File: src/rtl/fifo_pkg.sv
// Shared async-FIFO definitions: default geometry, pointer width and Gray encoding,
// used by both the read-side and write-side pointer controllers.
package fifo_pkg;

  localparam int FIFO_ADDR_WIDTH = 4;

  // Pointers carry one extra bit so a wrapped pointer can be told apart from an empty FIFO.
  function automatic int ptr_width(input int addr_width);
    return addr_width + 1;
  endfunction

  function automatic logic [31:0] bin2gray(input logic [31:0] bin);
    return bin ^ (bin >> 1);
  endfunction

endpackage

File: src/rtl/gray2bin.sv
// Combinational Gray-to-binary decode: each binary bit is the XOR of all Gray bits at or above it.
module gray2bin #(
  parameter int WIDTH = 5
) (
  input  logic [WIDTH-1:0] gray_i,
  output logic [WIDTH-1:0] bin_o
);

  always_comb begin
    bin_o = '0;
    for (int i = 0; i < WIDTH; i++) begin
      bin_o[i] = ^(gray_i >> i);
    end
  end

endmodule

File: src/rtl/fifo_rptr_empty.sv
// Read-domain pointer, empty, almost-empty and level controller for the async FIFO.
// Define RD_UNDERFLOW_EN to add the sticky underflow flag output rerr.
module fifo_rptr_empty
  import fifo_pkg::*;
#(
  parameter int ADDR_WIDTH = FIFO_ADDR_WIDTH,
  parameter int AE_LEVEL   = 2
) (
  input  logic                  clk,
  input  logic                  rst,
  input  logic                  rinc,
  input  logic [ADDR_WIDTH:0]   rq2_wptr,
  output logic [ADDR_WIDTH-1:0] raddr,
  output logic [ADDR_WIDTH:0]   rptr,
  output logic                  rempty,
  output logic                  ralmost_empty,
`ifdef RD_UNDERFLOW_EN
  output logic [ADDR_WIDTH:0]   rlevel,
  output logic                  rerr
`else
  output logic [ADDR_WIDTH:0]   rlevel
`endif
);

  localparam int PW = ptr_width(ADDR_WIDTH);
  localparam logic [PW-1:0] AE_THR = PW'(AE_LEVEL);

  logic [PW-1:0] rbin_q, rbin_d;
  logic [PW-1:0] rptr_q, rptr_d;
  logic [PW-1:0] rlevel_q, rlevel_d;
  logic          rempty_q, rempty_d;
  logic          rae_q, rae_d;
  logic          racc;
  logic [PW-1:0] wbin;

  gray2bin #(.WIDTH(PW)) u_wptr_dec (
    .gray_i (rq2_wptr),
    .bin_o  (wbin)
  );

  // Flags are computed against rbin_d so a read and an arriving write in the
  // same cycle are both reflected at the next edge.
  always_comb begin
    racc     = rinc & ~rempty_q;
    rbin_d   = rbin_q + {{(PW-1){1'b0}}, racc};
    rptr_d   = PW'(bin2gray(32'(rbin_d)));
    rempty_d = (rptr_d == rq2_wptr);
    rlevel_d = wbin - rbin_d;
    rae_d    = (rlevel_d <= AE_THR);
  end

  always_ff @(posedge clk) begin
    if (rst) begin
      rbin_q   <= '0;
      rptr_q   <= '0;
      rempty_q <= 1'b1;
      rae_q    <= 1'b1;
      rlevel_q <= '0;
    end else begin
      rbin_q   <= rbin_d;
      rptr_q   <= rptr_d;
      rempty_q <= rempty_d;
      rae_q    <= rae_d;
      rlevel_q <= rlevel_d;
    end
  end

`ifdef RD_UNDERFLOW_EN
  logic rerr_q;

  always_ff @(posedge clk) begin
    if (rst) begin
      rerr_q <= 1'b0;
    end else begin
      rerr_q <= rerr_q | (rinc & rempty_q);
    end
  end

  assign rerr = rerr_q;
`endif

  assign raddr         = rbin_q[ADDR_WIDTH-1:0];
  assign rptr          = rptr_q;
  assign rempty        = rempty_q;
  assign ralmost_empty = rae_q;
  assign rlevel        = rlevel_q;

endmodule
File: config.mk
export PLATFORM = sky130hd
export DESIGN_NAME = fifo_rptr_empty
export DESIGN_NICKNAME = d
export VERILOG_FILES = /design/src/rtl/fifo_pkg.sv /design/src/rtl/gray2bin.sv /design/src/rtl/fifo_rptr_empty.sv
export SDC_FILE = /design/constraint.sdc
export NUM_CORES = 1
export LEC_CHECK = 0
export ABC_AREA = 1
export BUFFER_PORTS_ARGS = -buffer_cell sky130_fd_sc_hd__buf_2
export CAP_MARGIN = 20
export CORE_MARGIN = 1.5
export CORE_UTILIZATION = 54
export CTS_BUF_LIST = sky130_fd_sc_hd__clkbuf_8
export CTS_CLUSTER_DIAMETER = 200
export DETAILED_ROUTE_END_ITERATION = 10
export HOLD_SLACK_MARGIN = 0.03
export PLACE_DENSITY = 0.81
export SLEW_MARGIN = 20
export SYNTH_ARGS = -nofsm -noshare
export SYNTH_HDL_FRONTEND = slang
export SYNTH_SLANG_ARGS = --single-unit
File: constraint.sdc
create_clock -name clk -period 3.5 [get_ports clk]
set_clock_uncertainty 0.2 [all_clocks]
set_input_delay 1.05 -clock clk [delete_from_list [all_inputs] [get_ports clk]]
set_output_delay 1.05 -clock clk [all_outputs]
set_load 0.02 [all_outputs]
### Word level (Yosys, flattened, before mapping)

Cells that the tools add are included.

| storage, ports and cells | value |
|---|---|
| flip-flop bits (word level) | 17 |
| output and inout bits | 16 |
| word-level logic and storage cells | 17 |

| cells by class | value |
|---|---|
| add/subtract/negate cells | 2 |
| order comparisons | 1 |
| equality and inequality tests | 1 |
| bitwise logic cells | 3 |
| reductions and logical operators | 5 |

Operators with widths:

| operator | count |
|---|---|
| 5-bit parity | 5 |
| 5-bit by 1-bit adder with 5-bit output | 1 |
| 5-bit equality test | 1 |
| 5-bit by 2-bit <= comparator with 1-bit output (second input constant) | 1 |
| 5-bit subtractor | 1 |
| 5-bit by 4-bit bitwise XOR with 5-bit output | 1 |
| 1-bit AND | 1 |
| 1-bit NOT | 1 |

### Depth between registers and ports, before layout

Gate-level depths: netlist of the first run.

| logic depth | value |
|---|---|
| word-level depth | 5 |
| gate-level depth with buffers | 17 |

### Cells and area by module

Synthesis of the first run repeated with hierarchy kept, for this count alone.

| unflattened totals | value |
|---|---|
| cells, all modules | 169 |
| area, all modules | 1096.1 um^2 |

By module, submodules not included:

| module | times used | cells each | area each (um^2) | seq. area each (um^2) |
|---|---|---|---|---|
| fifo_rptr_empty | 1 | 148 | 978.4 | 320.3 |
| gray2bin | 1 | 21 | 117.6 | 0.0 |

### Worst setup path before layout of the first run

No wires, ideal clock.

| timing | value |
|---|---|
| path kind | input -> register |
| start | input port rinc |
| end | register rae_q (netlist: ralmost_empty) |
| setup time | 113 ps |
| arrival | 2619 ps |
| data required time | 3187 ps |
| setup slack | 568 ps |
| stages on the path | 17 |
| buffers on the path | 0 |
| cell sequence | inv_1 > nor2_1 > ha_1 > ha_1 > inv_1 > nand3_4 > nand2_1 > inv_1 > ha_1 > inv_1 > nand2_2 > nand3_2 > nand2_2 > nand2_1 > nand2_1 > nor2_2 > nor2_2 |

| on the way | value |
|---|---|
| cells in the longest elaborated chain, start to end | 4 |

Ends and longest elaborated chain:

| item | RTL line | RTL |
|---|---|---|
| start: declaration | fifo_rptr_empty.sv:11 | `input logic rinc,` |
| 1-bit AND | fifo_rptr_empty.sv:44 | `racc = rinc & ~rempty_q;` |
| 5-bit by 1-bit adder with 5-bit output | fifo_rptr_empty.sv:45 | `rbin_d = rbin_q + {{(PW-1){1'b0}}, racc};` |
| named net rbin_d[1] | fifo_rptr_empty.sv:28 | `logic [PW-1:0] rbin_q, rbin_d;` |
| 5-bit subtractor | fifo_rptr_empty.sv:48 | `rlevel_d = wbin - rbin_d;` |
| 5-bit by 2-bit <= comparator with 1-bit output | fifo_rptr_empty.sv:49 | `rae_d = (rlevel_d <= AE_THR);` |
| end signal: assignment | fifo_rptr_empty.sv:63 | `rae_q <= rae_d;` |
| end: declaration | fifo_rptr_empty.sv:32 | `logic rae_q, rae_d;` |

The timed path passes the listed nets, and every way through them passes these cells.
A chain may end at the register's enable or synchronous reset.

### Worst setup path in the final report of the first run

Same ends and word-level chain as after synthesis.

==> results by group, run 1 <==
Flow run
  • Max Cap Viol: 0

Floorplanning
  • Initial Util: 57.25%
  • Die area: 2096 µm²
  • Core area: 1727 µm²
  • # rows: 15
  • Boundary pin count: 24
  • DIE HEIGHT: 45.79 µm
  • Chip width: 45.79 µm

Placement
  • Post-DP HPWL: 1.654 mm
  • # port buffers: 23
  • GPL Wtd Cong: 0.9175

Route
  • Vias: 914
  • Vias per cell: 4.836
  • Wire per inst: 11.07 µm
  • Post-DRT Antenna Nets: 0
  • DR DRC count: 0
  • DRT iter0 DRCs: 13
  • Drt pass-1 iters: 4
  • DRT Wirelength: 2.092 mm

Finish
  • Share of cells above drive strength 1: 31.71%
  • Filler cells: 158
  • Multi-input logic area: 581.8 µm²
  • Synth-to-Final Area Change: 20.00%
  • Layout Nets: 178
  • Seq. cell area: 320.3 µm²
  • ANT cells: 0

STA
  • Final Hold Vio Count: 0
  • Hold WS: 408.9 ps
  • Max Clk Rate: 0.3332 GHz
  • Tmin final: 3001 ps
  • Period utilization: 85.75%
  • Setup_tns: 0 ps
  • Measured slew at the worst slew-check pin: 268.3 ps
  • RSZ-0062 raised after global routing: false
  • # setup viols final: 0
  • Worst rel slew slack: 82.05%
  • Final Max Tran Viols: 0

Global routing
  • Total track usage: 22.79%
  • Largest net degree at the start of global routing: 13
  • Total gr overflow: 0
  • Vias in the first global route: 860
  • Initial antenna violation count: 0
  • M1 GR Usage: 27.88%
  • Layer with the highest usage: met2
  • Met3 layer usage reported by global route: 2.381%
  • Global-route wire length before repair: 3.491 mm
  • Met2 Use GR: 40.00%

Logic synthesis
  • Cell with the most instances after synthesis: nand2_1
  • Yosys warnings: 0
  • Ranking of synthesized cells by area: dfxtp_1 32%, nand2_1 12%, xor2_1 8.0%
  • Syn_area_per_cell: 7.163 µm²
  • EDFF count, synth: 0
  • Register area share after synthesis: 32.41%
  • Mapped cell area: 988.4 µm²
  • Main synth FF type: dfxtp_1
  • Top cell type by total area after synthesis: dfxtp_1
  • Yosys reg bits: 16
  • Post-synth top area share: 32.41%
  • Asr flop ratio synth: 0%
  • Synth Net Count: 151
  • Post-synth top cells: 32 x nand2_1, 19 x inv_1, 18 x nor2_1, 16 x dfxtp_1, 10 x nand2_2
  • Distinct cells, synth: 18
  • Post-Synthesis Cells: 138

Worst setup path
  • FF-to-FF path depth: 16
  • Critical path capture point type: flop
  • Worst stage delay on the critical path: 370 ps
  • Crit path required time: 3450 ps
  • R2R Path Start: rempty$_SDFF_PP1_
  • CP max-delay cell: ha_1
  • Family with the most delay on the worst path: adder cells
  • Worst Path Buf+Inv: 5
  • Worst Setup Start Kind: input port
  • Crit-path max FO: 5
  • CP cell instances: buf_2, inv_1, nor2_1, ha_1, ha_1, inv_1, nand3_4, nand2_1, inv_1, ha_1, inv_1, nand2_2, nand3_2, nand2_2, nand2_1, nand2_1, nor2_2, nor2_2
  • WS Path Type: input port to flop
  • Reg2Reg Setup Slack: 1100 ps
  • CP arrival: 2950 ps
  • Most frequent CP cell: inv_1
  • Reg-to-reg endpoint: ralmost_empty$_SDFF_PP1_

Hold path
  • Hold Path Depth: 2
  • Hold EP: rbin_q[4]$_SDFF_PP0_
  • Hold crit path type: flop to flop
  • Hold Startpoint: rbin_q[4]$_SDFF_PP0_

Clock tree
  • Cts repair resizes: 0
  • CTS tree: built
  • H-tree depth: 1
  • Clk root buf: clkbuf_8
  • Clock Tree Buf Depth: 2
  • CTS buffer count: 3
  • Postcts setup bufs: 0
  • Clock Latency Late Sink: 250 ps
  • Clock sink count: 16
  • # hold bufs at CTS: 0
  • Reg clk slew, reported paths: 60 ps

Outcome
  • Status: finished clean

Power and ir drop
  • Max IR drop VDD: 200.4 µV
  • PwrDens: 426.2 nW/µm²
  • Leakage: 0.6617 nW
placed cells by master, fill, tap and decap left out, types with 2 or more instances in the layout:
cell,count
buf_2,23
nand4_1,3
inv_1,19
ha_1,5
nand2_4,2
nand3_1,8
nor2_2,5
nor2_1,18
inv_2,3
clkbuf_8,4
nand2_2,10
xor2_1,9
dfxtp_1,16
nand2_1,32
nand3_2,3
worst register-to-register path, delay by kind of cell, from the launching register on:
kind | cells | cell delay, ps
fa+ha+maj | 3 | 760
buf+inv | 3 | 280
flops | 1 | 320
simple gates | 10 | 740
power breakdown:
group          internal [mW]  total [mW]  switching (mW)
logic                 0.0501       0.142          0.0916
clock network         0.0998       0.162          0.0624
registers              0.198       0.202         0.00398
final cells by class:
type                    instances  area share, %
multi-input cells              99          49.05
flip-flops and latches         16          27.00
repair buffers                 23          9.705
inverters                      22          6.962
clock buffers                   4          4.641
well taps                      25          2.637
routing by layer:
layer  routed length [µm]  up-vias  part of all wire, %
li1                     -      472                    -
met4                   51        0                  2.4
met5                    0        -                    0
met3                   56        7                  2.7
met2                 1076       22                   51
met1                  908      413                   43
sequential cells by signal (all words and copies together) (netlist names):
| name | cells |
|---|---|
| rlevel | 5 |
| rptr | 4 |
| rbin_q | 5 |
| ralmost_empty | 1 |
| rempty | 1 |
worst max-delay path by stage:
stage / startpoint / to / slack [ps] / depth (start not counted)
global route: rinc / ralmost_empty$_SDFF_PP1_ / 350 / 18
CTS: rinc / ralmost_empty$_SDFF_PP1_ / 510 / 18
finish: rinc / ralmost_empty$_SDFF_PP1_ / 500 / 18
detailed placement: rinc / ralmost_empty$_SDFF_PP1_ / 310 / 18
global placement: rinc / ralmost_empty$_SDFF_PP1_ / 340 / 18
floorplan: rinc / ralmost_empty$_SDFF_PP1_ / 570 / 17
through the flow:
step	area, µm²	worst slack, ps	utilization, %	total power [mW]	cells
after floorplan	988.4	567.8	-	0.3100	138
after global placement	1131	339.5	65.51	0.3421	185
after detailed placement	1131	308.9	65.51	0.3466	185
after CTS	1186	506.4	68.70	0.5056	189
after global routing	1186	349.3	68.70	0.5336	189
final	1186	498.9	68.70	0.5056	189
cell families after synthesis:
logic type | count (synthesis) | share of synthesized area, %
xor gates and xnor gates | 11 | 10.51
buffers and inverters | 23 | 8.734
and+or+nand+nor | 82 | 41.52
DFF | 16 | 32.41
AOI/OAI and AO/OA | 1 | 0.5058
adders and majority gates | 5 | 6.329
(Power assumes the default switching activity.)
==> run 2, diff against run 1 <==
--- a/config.mk
+++ b/config.mk
@@ -6,15 +6,15 @@
 export NUM_CORES = 1
 export LEC_CHECK = 0
 export ABC_AREA = 1
-export BUFFER_PORTS_ARGS = -buffer_cell sky130_fd_sc_hd__buf_2
 export CAP_MARGIN = 20
 export CORE_MARGIN = 1.5
-export CORE_UTILIZATION = 54
+export CORE_UTILIZATION = 56
 export CTS_BUF_LIST = sky130_fd_sc_hd__clkbuf_8
 export CTS_CLUSTER_DIAMETER = 200
 export DETAILED_ROUTE_END_ITERATION = 10
+export DONT_BUFFER_PORTS = 1
 export HOLD_SLACK_MARGIN = 0.03
-export PLACE_DENSITY = 0.81
+export PLACE_DENSITY = 0.71
 export SLEW_MARGIN = 20
 export SYNTH_ARGS = -nofsm -noshare
 export SYNTH_HDL_FRONTEND = slang
==> run 2 against run 1 <==
- die area shrank 3.4%
- hold slack improved by 110 ps
- first-iteration DRC count is the same
- critical path depth down 1
- worst setup slack improved by 160 ps
- combinational power down 32%
- global-route usage shrank 2.4 points
- count of clock-buffer cells in the layout unchanged
==> results by group, run 2 (synthesis gave the netlist of run 1 again) <==
Outcome
  • Status: finished clean (unchanged)

Clock tree
  • Clock sink count: 16 (unchanged)
  • Clock Latency Late Sink: 250 ps (about the same)
  • # hold bufs at CTS: 0 (unchanged)
  • CTS tree: built (unchanged)
  • Reg clk slew, reported paths: 60 ps (about the same)
  • CTS buffer count: 3 (unchanged)
  • H-tree depth: 1 (unchanged)
  • Clk root buf: clkbuf_8 (unchanged)
  • Cts repair resizes: 0 (unchanged)
  • Clock Tree Buf Depth: 2 (unchanged)
  • Postcts setup bufs: 0 (unchanged)

Worst setup path
  • WS Path Type: input port to flop (unchanged)
  • Reg2Reg Setup Slack: 1000 ps (was 1100 ps)
  • CP max-delay cell: ha_1 (unchanged)
  • Worst stage delay on the critical path: 370 ps (about the same)
  • Most frequent CP cell: inv_1 (unchanged)
  • Critical path capture point type: flop (unchanged)
  • Worst Setup Start Kind: input port (unchanged)
  • Crit path required time: 3440 ps (was 3450 ps)
  • CP cell instances: inv_1, nor2_1, ha_1, ha_1, inv_1, nand3_4, nand2_1, inv_1, ha_1, inv_1, nand2_2, nand3_2, nand2_2, nand2_1, nand2_1, nor2_2, nor2_2 (was buf_2, inv_1, nor2_1, ha_1, ha_1, inv_1, nand3_4, nand2_1, inv_1, ha_1, inv_1, nand2_2, nand3_2, nand2_2, nand2_1, nand2_1, nor2_2, nor2_2)
  • Crit-path max FO: 5 (unchanged)
  • CP arrival: 2790 ps (was 2950 ps)

Finish
  • ANT cells: 0 (unchanged)
  • Layout Utilization: 67.22% (was 68.70%)
  • Commonest non-fill, non-tap cell in the layout: nand2_1 (unchanged)
  • Most frequent cells in the layout: 32 x nand2_1, 19 x inv_1, 18 x nor2_1 (was 32 x nand2_1, 23 x buf_2, 19 x inv_1)
  • Share of cells above drive strength 1: 20.57% (was 31.71%)
  • Layout Nets: 155 (was 178)
  • Synth-to-Final Area Change: 7.216% (was 20.00%)

Route
  • DR DRC count: 0 (unchanged)
  • DRT iter0 DRCs: 13 (unchanged)
  • Wire per inst: 11.46 µm (was 11.07 µm)
  • Post-DRT Antenna Nets: 0 (unchanged)
  • DRT Wirelength: 1.800 mm (was 2.092 mm)
  • Drt pass-1 iters: 4 (unchanged)
  • Vias per cell: 5.083 (was 4.836)
  • Vias: 798 (was 914)

STA
  • Period utilization: 81.25% (was 85.75%)
  • Tmin final: 2844 ps (was 3001 ps)
  • # setup viols final: 0 (unchanged)
  • Final Max Tran Viols: 0 (unchanged)
  • Setup_tns: 0 ps (unchanged)
  • Worst rel slew slack: 75.48% (was 82.05%)
  • RSZ-0062 raised after global routing: false (unchanged)
  • Final Hold Vio Count: 0 (unchanged)
  • Measured slew at the worst slew-check pin: 367.3 ps (was 268.3 ps)
  • Max Clk Rate: 0.3516 GHz (was 0.3332 GHz)

Floorplanning
  • # rows: 14 (was 15)
  • Die area: 2026 µm² (was 2096 µm²)
  • Initial Util: 62.70% (was 57.25%)
  • Chip width: 45.01 µm (was 45.79 µm)
  • Core area: 1577 µm² (was 1727 µm²)
  • DIE HEIGHT: 45.01 µm (was 45.79 µm)
  • Boundary pin count: 24 (unchanged)

Global routing
  • Vias in the first global route: 727 (was 860)
  • Global-route wire length before repair: 2.980 mm (was 3.491 mm)
  • Total gr overflow: 0 (unchanged)
  • Largest net degree at the start of global routing: 13 (unchanged)
  • Total track usage: 20.38% (was 22.79%)
  • Initial antenna violation count: 0 (unchanged)

Power and ir drop
  • Max IR drop VDD: 252.8 µV (was 200.4 µV)
  • PwrDens: 454.4 nW/µm² (was 426.2 nW/µm²)
  • Leakage: 0.5533 nW (was 0.6617 nW)

Hold path
  • Hold crit path type: flop to flop (unchanged)

Placement
  • GPL Wtd Cong: 0.8013 (was 0.9175)
  • # port buffers: 0 (was 23)
  • Post-DP HPWL: 1.490 mm (was 1.654 mm)

Flow run
  • Max Cap Viol: 0 (unchanged)
## run 2: cell count changes in the layout (fill, tap and decap cells not counted), sizes merged
cell / previous run / this run
buf: 23 / 0
## run 2: per-stage QoR
step / std cells / power [mW] / worst slack (ps) / hold slack, ps / cell area (µm²)
final: 157 / 0.4816 / 656.2 / 517.7 / 1060
after global routing: 157 / 0.5094 / 470.8 / 556.1 / 1060
after CTS: 157 / 0.4856 / 649.5 / 523.1 / 1060
after detailed placement: 153 / 0.3255 / 416.1 / 507.6 / 1005
after global placement: 153 / 0.3223 / 447.3 / 496.2 / 1005
after floorplan: 138 / 0.3100 / 567.8 / 437.7 / 988.4
## run 2: path summary, 6_finish.rpt
path	cells after the start	from	to
max	17	rinc	ralmost_empty$_SDFF_PP1_
min	2	rbin_q[4]$_SDFF_PP0_	rbin_q[4]$_SDFF_PP0_
max reg2reg	16	rempty$_SDFF_PP1_	ralmost_empty$_SDFF_PP1_
min reg2reg	2	rbin_q[4]$_SDFF_PP0_	rbin_q[4]$_SDFF_PP0_
## run 2: layout make-up
class | count | area, µm²
Clock buffer | 4 | 55.05
Inverter | 22 | 82.58
Sequential cell | 16 | 320.3
Fill cell | 141 | 516.7
Tap cell | 16 | 20.02
Multi-Input combinational cell | 99 | 581.8
## run 2: per-layer routing
metal / vias up / GRT usage (%) / wire length, µm
met1: 355 / 25.06 / 820
li1: 422 / - / -
met2: 17 / 35.14 / 906
met3: 4 / 2.800 / 45
met5: - / 0 / 0
met4: 0 / 8.824 / 27
## run 2: critical path: cells and delay by family
| kind | cells | cell delay, ps |
|---|---|---|
| fa+ha+maj | 3 | 770 |
| simple gates | 10 | 670 |
| buf+inv | 4 | 300 |
## run 2: report_power, final
part           switching (mW)  leakage (nW)  internal, mW
Clock                  0.0610        0.0288        0.0997
Sequential             0.0258         0.132         0.198
Combinational          0.0591         0.393        0.0377
